===== config.mk =====
export PLATFORM = sky130hd
export DESIGN_NAME = fifo_wr_arbiter_flat
export DESIGN_NICKNAME = d
export VERILOG_FILES = /design/src/rtl/fifo_wr_arbiter_if.sv /design/src/rtl/fifo_wr_arbiter.sv /design/src/flat_wrapper.sv
export SDC_FILE = /design/constraint.sdc
export NUM_CORES = 1
export LEC_CHECK = 0
export CORE_UTILIZATION = 45
export DETAILED_ROUTE_END_ITERATION = 7
export MAX_ROUTING_LAYER = met4
export PLACE_DENSITY = 0.76
export SLEW_MARGIN = 25
export SYNTH_ARGS = -nofsm -noshare
export SYNTH_HDL_FRONTEND = slang
export SYNTH_SLANG_ARGS = --single-unit

===== constraint.sdc =====
create_clock -name clk -period 3.69 [get_ports clk]
set_clock_uncertainty 0.2 [all_clocks]
set_input_delay 0.738 -clock clk [delete_from_list [all_inputs] [get_ports clk]]
set_output_delay 0.738 -clock clk [all_outputs]
set_load 0.005 [all_outputs]

===== src/rtl/fifo_wr_arbiter_if.sv =====
// Bundle of the two producer streams, the FIFO write port and the debug outputs
// of the packet-atomic FIFO write arbiter.
interface fifo_wr_arbiter_if #(
    parameter int CNT_W = 16
);
    logic [7:0]       s0_data;
    logic             s0_valid;
    logic             s0_last;
    logic             s0_ready;
    logic [7:0]       s1_data;
    logic             s1_valid;
    logic             s1_last;
    logic             s1_ready;
    logic [7:0]       fifo_din;
    logic             fifo_wr_en;
    logic             fifo_full;
    logic [1:0]       grant;
    logic             len_err;
    logic [CNT_W-1:0] s0_pkts;
    logic [CNT_W-1:0] s1_pkts;

    // master: the arbiter itself
    modport master (
        input  s0_data, s0_valid, s0_last,
        input  s1_data, s1_valid, s1_last,
        input  fifo_full,
        output s0_ready, s1_ready,
        output fifo_din, fifo_wr_en,
        output grant, len_err, s0_pkts, s1_pkts
    );

    // slave: the producers, the FIFO and any debug observer
    modport slave (
        output s0_data, s0_valid, s0_last,
        output s1_data, s1_valid, s1_last,
        output fifo_full,
        input  s0_ready, s1_ready,
        input  fifo_din, fifo_wr_en,
        input  grant, len_err, s0_pkts, s1_pkts
    );
endinterface


===== src/rtl/fifo_wr_arbiter.sv =====
// Packet-atomic round-robin arbiter sharing one byte-FIFO write port between two
// sources, with a packet length cap and saturating per-source packet counters.
module fifo_wr_arbiter #(
    parameter int MAX_PKT = 64,
    parameter int CNT_W   = 16
) (
    input  logic                 clk,
    input  logic                 srst,
    fifo_wr_arbiter_if.master    bus
);
    localparam logic [1:0] IDLE   = 2'd0;
    localparam logic [1:0] GRANT0 = 2'd1;
    localparam logic [1:0] GRANT1 = 2'd2;
    localparam logic [7:0] BEAT_CAP = 8'(MAX_PKT - 1);

    logic [1:0]       state_reg, state_next;
    logic             rr_last_reg;
    logic [7:0]       beat_cnt_reg;
    logic             len_err_reg;

    logic [7:0]       src_data  [2];
    logic [1:0]       src_valid;
    logic [1:0]       src_last;
    logic [1:0]       src_ready;
    logic [CNT_W-1:0] pkts      [2];

    logic             active;
    logic             sel;
    logic             xfer;
    logic             eop;

    assign src_data[0] = bus.s0_data;
    assign src_data[1] = bus.s1_data;
    assign src_valid   = {bus.s1_valid, bus.s0_valid};
    assign src_last    = {bus.s1_last,  bus.s0_last};

    assign active = (state_reg == GRANT0) || (state_reg == GRANT1);
    assign sel    = (state_reg == GRANT1);
    assign xfer   = active && src_valid[sel] && !bus.fifo_full;
    // A packet closes on its own last byte or when the cap is reached.
    assign eop    = xfer && (src_last[sel] || (beat_cnt_reg == BEAT_CAP));

    always_comb begin
        state_next = state_reg;
        case (state_reg)
            IDLE: begin
                if (src_valid[0] && src_valid[1]) begin
                    state_next = rr_last_reg ? GRANT0 : GRANT1;
                end else if (src_valid[0]) begin
                    state_next = GRANT0;
                end else if (src_valid[1]) begin
                    state_next = GRANT1;
                end
            end
            GRANT0, GRANT1: begin
                if (eop) begin
                    state_next = IDLE;
                end
            end
            default: state_next = IDLE;
        endcase
    end

    always_ff @(posedge clk) begin
        if (srst) begin
            state_reg    <= IDLE;
            rr_last_reg  <= 1'b1;
            beat_cnt_reg <= 8'd0;
            len_err_reg  <= 1'b0;
        end else begin
            state_reg <= state_next;
            if (eop) begin
                beat_cnt_reg <= 8'd0;
                rr_last_reg  <= sel;
                if (!src_last[sel]) begin
                    len_err_reg <= 1'b1;
                end
            end else if (xfer) begin
                beat_cnt_reg <= beat_cnt_reg + 8'd1;
            end
        end
    end

    generate
        for (genvar gi = 0; gi < 2; gi++) begin : gen_src
            localparam logic [1:0] OWN_STATE = (gi == 0) ? GRANT0 : GRANT1;
            logic [CNT_W-1:0] cnt_reg;

            assign src_ready[gi] = (state_reg == OWN_STATE) && !bus.fifo_full;
            assign pkts[gi]      = cnt_reg;

            always_ff @(posedge clk) begin
                if (srst) begin
                    cnt_reg <= '0;
                end else if (eop && (sel == 1'(gi)) && !(&cnt_reg)) begin
                    cnt_reg <= cnt_reg + 1'b1;
                end
            end
        end
    endgenerate

    assign bus.s0_ready   = src_ready[0];
    assign bus.s1_ready   = src_ready[1];
    assign bus.fifo_wr_en = xfer;
    assign bus.fifo_din   = active ? src_data[sel] : 8'h00;
    assign bus.grant      = {state_reg == GRANT1, state_reg == GRANT0};
    assign bus.len_err    = len_err_reg;
    assign bus.s0_pkts    = pkts[0];
    assign bus.s1_pkts    = pkts[1];
endmodule


===== src/flat_wrapper.sv =====
// flat-port wrapper written by rule: the top's interface ports become plain ports
module fifo_wr_arbiter_flat 
#(
    parameter int MAX_PKT = 64,
    parameter int CNT_W   = 16
)
  (clk, srst, bus_s0_data, bus_s0_valid, bus_s0_last, bus_s1_data, bus_s1_valid, bus_s1_last, bus_fifo_full, bus_s0_ready, bus_s1_ready, bus_fifo_din, bus_fifo_wr_en, bus_grant, bus_len_err, bus_s0_pkts, bus_s1_pkts);
  fifo_wr_arbiter_if #(.CNT_W(CNT_W)) bus_i ();
  input  logic clk;
  input  logic srst;
  input wire logic [$bits(bus_i.s0_data)-1:0] bus_s0_data;
  input wire logic [$bits(bus_i.s0_valid)-1:0] bus_s0_valid;
  input wire logic [$bits(bus_i.s0_last)-1:0] bus_s0_last;
  input wire logic [$bits(bus_i.s1_data)-1:0] bus_s1_data;
  input wire logic [$bits(bus_i.s1_valid)-1:0] bus_s1_valid;
  input wire logic [$bits(bus_i.s1_last)-1:0] bus_s1_last;
  input wire logic [$bits(bus_i.fifo_full)-1:0] bus_fifo_full;
  output wire logic [$bits(bus_i.s0_ready)-1:0] bus_s0_ready;
  output wire logic [$bits(bus_i.s1_ready)-1:0] bus_s1_ready;
  output wire logic [$bits(bus_i.fifo_din)-1:0] bus_fifo_din;
  output wire logic [$bits(bus_i.fifo_wr_en)-1:0] bus_fifo_wr_en;
  output wire logic [$bits(bus_i.grant)-1:0] bus_grant;
  output wire logic [$bits(bus_i.len_err)-1:0] bus_len_err;
  output wire logic [$bits(bus_i.s0_pkts)-1:0] bus_s0_pkts;
  output wire logic [$bits(bus_i.s1_pkts)-1:0] bus_s1_pkts;
  assign bus_i.s0_data = bus_s0_data;
  assign bus_i.s0_valid = bus_s0_valid;
  assign bus_i.s0_last = bus_s0_last;
  assign bus_i.s1_data = bus_s1_data;
  assign bus_i.s1_valid = bus_s1_valid;
  assign bus_i.s1_last = bus_s1_last;
  assign bus_i.fifo_full = bus_fifo_full;
  assign bus_s0_ready = bus_i.s0_ready;
  assign bus_s1_ready = bus_i.s1_ready;
  assign bus_fifo_din = bus_i.fifo_din;
  assign bus_fifo_wr_en = bus_i.fifo_wr_en;
  assign bus_grant = bus_i.grant;
  assign bus_len_err = bus_i.len_err;
  assign bus_s0_pkts = bus_i.s0_pkts;
  assign bus_s1_pkts = bus_i.s1_pkts;
  fifo_wr_arbiter #(.MAX_PKT(MAX_PKT), .CNT_W(CNT_W)) u_core (.clk(clk), .srst(srst), .bus(bus_i));
endmodule

**Yosys cells after proc, flatten, opt, wreduce, memory -nomap -nowiden**

Cells that the tools add are included.

- Add/sub/neg operators: 3
- Magnitude comparators: 2
- Eq/ne operators: 5
- Multiplexer cells: 14
- Bitwise logic cells: 3
- Reduce and logical (&&, ||, !) cells: 22

Operator list:

| operator | number |
|---|---|
| 16-bit by 1-bit adder with 16-bit output, second input constant | 2 |
| 8-bit two-way mux | 4 |
| 16-bit AND reduction | 2 |
| 1-bit logical AND | 10 |
| 2-bit two-way mux | 5 |
| 8-bit by 1-bit adder with 8-bit output, second input constant | 1 |
| 8-bit by 6-bit equality test with 1-bit output, second input constant | 1 |
| 1-bit two-way mux | 4 |
| 4-bit by 3-bit inequality test with 1-bit output, second input constant | 1 |
| 2-bit one-hot mux with 2 select lines | 1 |
| 2-bit AND reduction | 2 |
| 2-bit OR reduction | 2 |
| 1-bit zero test | 3 |
| 2-bit by 1-bit equality test with 1-bit output, second input constant | 1 |
| 2-bit equality test, second input constant | 1 |
| 2-bit greater-or-equal comparator, second input constant | 1 |
| 2-bit zero test | 1 |
| 1-bit logical OR | 2 |
| 1-bit by 2-bit less-than comparator with 1-bit output, second input constant | 1 |
| 2-bit by 1-bit inequality test with 1-bit output, second input constant | 1 |
| 1-bit NOT | 2 |
| 1-bit NOT with 2-bit output | 1 |

- Register bits: 44
- Input bits: 23
- Output and inout bits: 46
- Logic and storage cells: 55

**Logic depth before layout (Yosys ltp)**

- Word-level depth: 8
- Depth in mapped cells: 8

**Least setup slack after synthesis**

OpenSTA, ideal clock, no wires.

- Kind: input -> register
- From: input bus_s1_valid
- To: register u_core.gen_src[1].cnt_reg[15], in the netlist u_core.bus.s1_pkts[15]
- Setup time: 0.070 ns
- Arrival time: 2.316 ns
- Required time: 3.420 ns
- Slack: 1.104 ns
- Stages on the path: 6
- Buffers on the path: 1
- Cells stage by stage: mux2i_1 -> or3_1 -> or4_1 -> buf_2 -> or4_1 -> a21oi_1

- Word-level cells in the longest chain between the ends: 7

RTL lines:

| element | RTL line | source |
|---|---|---|
| start: declaration | flat_wrapper.sv:15 | `input wire logic [$bits(bus_i.s1_valid)-1:0] bus_s1_valid;` |
| 1-bit two-way mux (implied by the code) (2 in a row) | fifo_wr_arbiter.sv:39 | `assign xfer = active && src_valid[sel] && !bus.fifo_full;` |
| 1-bit logical AND (2 in a row) | fifo_wr_arbiter.sv:39 |  |
| 1-bit logical AND | fifo_wr_arbiter.sv:41 | `assign eop = xfer && (src_last[sel] \|\| (beat_cnt_reg == BEAT_CAP));` |
| 1-bit logical AND (2 in a row) | fifo_wr_arbiter.sv:95 | `end else if (eop && (sel == 1'(gi)) && !(&cnt_reg)) begin` |
| end signal: assignment | fifo_wr_arbiter.sv:96 | `cnt_reg <= cnt_reg + 1'b1;` |
| end: declaration | fifo_wr_arbiter.sv:87 | `logic [CNT_W-1:0] cnt_reg;` |

Every way passes these cells. The select of a mux whose other input is x is not followed.
A chain may end at the register's enable or synchronous reset.

**Final worst setup path**

- From: input bus_s0_valid
- To: output bus_fifo_wr_en

- Word-level cells in the longest chain between the ends: 4

RTL lines:

| element | RTL line | source |
|---|---|---|
| start: declaration | flat_wrapper.sv:12 | `input wire logic [$bits(bus_i.s0_valid)-1:0] bus_s0_valid;` |
| 1-bit two-way mux (implied by the code) (2 in a row) | fifo_wr_arbiter.sv:39 |  |
| 1-bit logical AND (2 in a row) | fifo_wr_arbiter.sv:39 |  |
| end: declaration | flat_wrapper.sv:21 | `output wire logic [$bits(bus_i.fifo_wr_en)-1:0] bus_fifo_wr_en;` |

Every way passes these cells. The select of a mux whose other input is x is not followed.

==> run summary <==
Peak supply drop -> 0.194 mV
Most common cell after layout, fill and taps aside -> clkdlybuf4s50_1
Clk sink count -> 44
Final Setup Violations -> 0
Initial antenna violation count -> 0
Shortest period the worst path allows -> 3.15 ns
Pwr dens -> 394 nW/µm²
Routed WL per cell -> 13.7 µm
# port buffers -> 68
Die H -> 74.8 µm
GRT Overall Usage -> 0.215
CTS tree -> yes
Pwr Total -> 1.27 mW
Fmax -> 317 MHz
CP required -> 2.75 ns
Syn. warnings -> 0
Cell taking the most area after synthesis -> dfxtp_1
Cell Rows -> 26
Main synth FF type -> dfxtp_1
Slew Viols, Final -> 0
Final nets -> 384
Syn Inst Count -> 285
Clock latency at the later pin of the worst-skew pair -> 0.29 ns
First-pass GRT wire length -> 8.90 mm
Cts bufs inserted -> 5
Diode count -> 0
Layout cells sized above 1 -> 0.0593
Number of DRC markers in iteration 0 -> 92
Hold Buf Count CTS -> 0
Core ar. -> 5110 µm²
Syn Area/Cell -> 8.38 µm²
Pre-antenna DRT Iters -> 5
Remaining antenna violation count after routing -> 0
Worst-Margin Slew -> 0.831 ns
Non-filler instance count after layout -> 424
Status -> completed
LEAKAGE -> 1.07 nW
Endpoint class of the critical path -> output port
Crit path max fanout -> 4
DP Worst Slack -> 0.457 ns
Setup_tns -> 0 ns
DP Cell Count -> 417
Via count -> 2367
Worst setup SP type -> input pin
Ports -> 69
Die Wd -> 74.8 µm
PostCTS Resize Cnt -> 0
RSZ-0062 raised after global routing -> no
CTS H-tree lvls -> 2
Fillers -> 465
Setup ws final -> 0.537 ns
Final HPWL DP -> 4.29 mm
Share of the synthesized area in the top cell type -> 0.369
Total gr overflow -> 0
Largest net degree at the start of global routing -> 20
Min-delay worst type -> flop to flop
Async set or reset register ratio after synthesis -> 0
Mapped Nets -> 315
Leading cell types in the layout, fill and taps excluded -> 68 x clkdlybuf4s50_1, 44 x dfxtp_1, 38 x nor2_1, 19 x nand2_1, 14 x nand4_1
Max-Cap Viols -> 0
CTS Buffer Depth -> 2
Cell Area, Synth -> 2390 µm²
Max_slew headroom -> 0.446
Endpoints failing hold -> 0
Total die area -> 5600 µm²
Distinct cells, synth -> 43
RePlAce Congestion -> 0.807
Post-Route WL -> 5.79 mm
Top post-synthesis cells by area -> dfxtp_1 37%, nor2_1 6.0%, mux2i_1 5.5%
#FFs+latches synth -> 44
Post-synth EDFFs -> 0
Clock slew at reported path FFs -> 0.08 ns
Area grow syn2layout -> 35.1%
Initial Util -> 0.467
Setup Fix Bufs, Post-CTS -> 0
Vias in the first global route -> 2022
Final Cycle Share -> 0.854
Vias per cell -> 5.58
Part of the Yosys area used for sequential elements -> 0.369
WHS -> 0.282 ns
Clock root cell -> clkbuf_8
Crit Path Category -> input pin to output port
Crit path DAT -> 2.21 ns
DR DRC count -> 0
[stage by stage]
step	cell area [µm²]	utilization
2_1_floorplan	2390	-
3_3_place_gp	3150	0.616
3_5_place_dp	3150	0.616
4_1_cts	3230	0.632
5_1_grt	3230	0.632
6_report	3230	0.632
[cells in the mapped netlist, types with 6 or more instances]
library cell  instances
ha_1                  7
xor2_1               11
or3_1                 8
xnor2_1              10
o21ai_0               9
clkbuf_1              8
mux2i_1              13
nor3_1                6
a21oi_1              12
nor2_1               38
or4_1                 8
dfxtp_1              44
nor4_1               10
nand3_1              12
nand2_1              19
nand4_1              14
inv_1                 8
[logic make-up after synthesis]
logic type / share of synthesized area
flops: 0.369
mux: 0.0639
buf+inv: 0.0346
simple gates: 0.310
xor+xnor: 0.0770
compound gates: 0.109
fa+ha+maj: 0.0367
[power breakdown]
| group | switching (mW) | total [mW] | internal, mW | leakage (nW) |
|---|---|---|---|---|
| combinational | 0.225 | 0.477 | 0.252 | 0.676 |
| sequential | 0.0164 | 0.509 | 0.493 | 0.355 |
| clock | 0.156 | 0.285 | 0.129 | 0.0410 |
[final timing paths]
check                                    startpoint                      to  depth (start not counted)  slack [ns]
worst max-delay path                   bus_s0_valid          bus_fifo_wr_en                          4        0.54
worst min-delay path             u_core.bus.len_err      u_core.bus.len_err                          2        0.28
worst max register to register  u_core.state_reg[0]  u_core.bus.s1_pkts[15]                          7        0.76
worst min register to register   u_core.bus.len_err      u_core.bus.len_err                          2        0.28
[layout make-up]
type	instances	area [µm²]	area share
multi-input combinational	221	1420	0.441
sequential	44	881	0.273
timing repair buffer	74	726	0.225
tap	70	87.6	0.0272
clock buffer	6	72.6	0.0225
inverter	8	30.0	0.00931
clock inverter	1	5.00	0.00155
[worst max-delay path, stage by stage]
cell             delay [ns]
clkdlybuf4s50_1        0.52
mux2i_1                0.12
nor3_1                 0.27
clkdlybuf4s50_1        0.57
[per-layer routing]
metal | share of wire | global-route usage | vias up
met5 | 0 | - | -
met4 | 0.012 | 0.0692 | 0
met3 | 0.062 | 0.0535 | 8
met2 | 0.47 | 0.368 | 65
met1 | 0.46 | 0.247 | 1116
li1 | - | - | 1178
(Power assumes the default switching activity.)
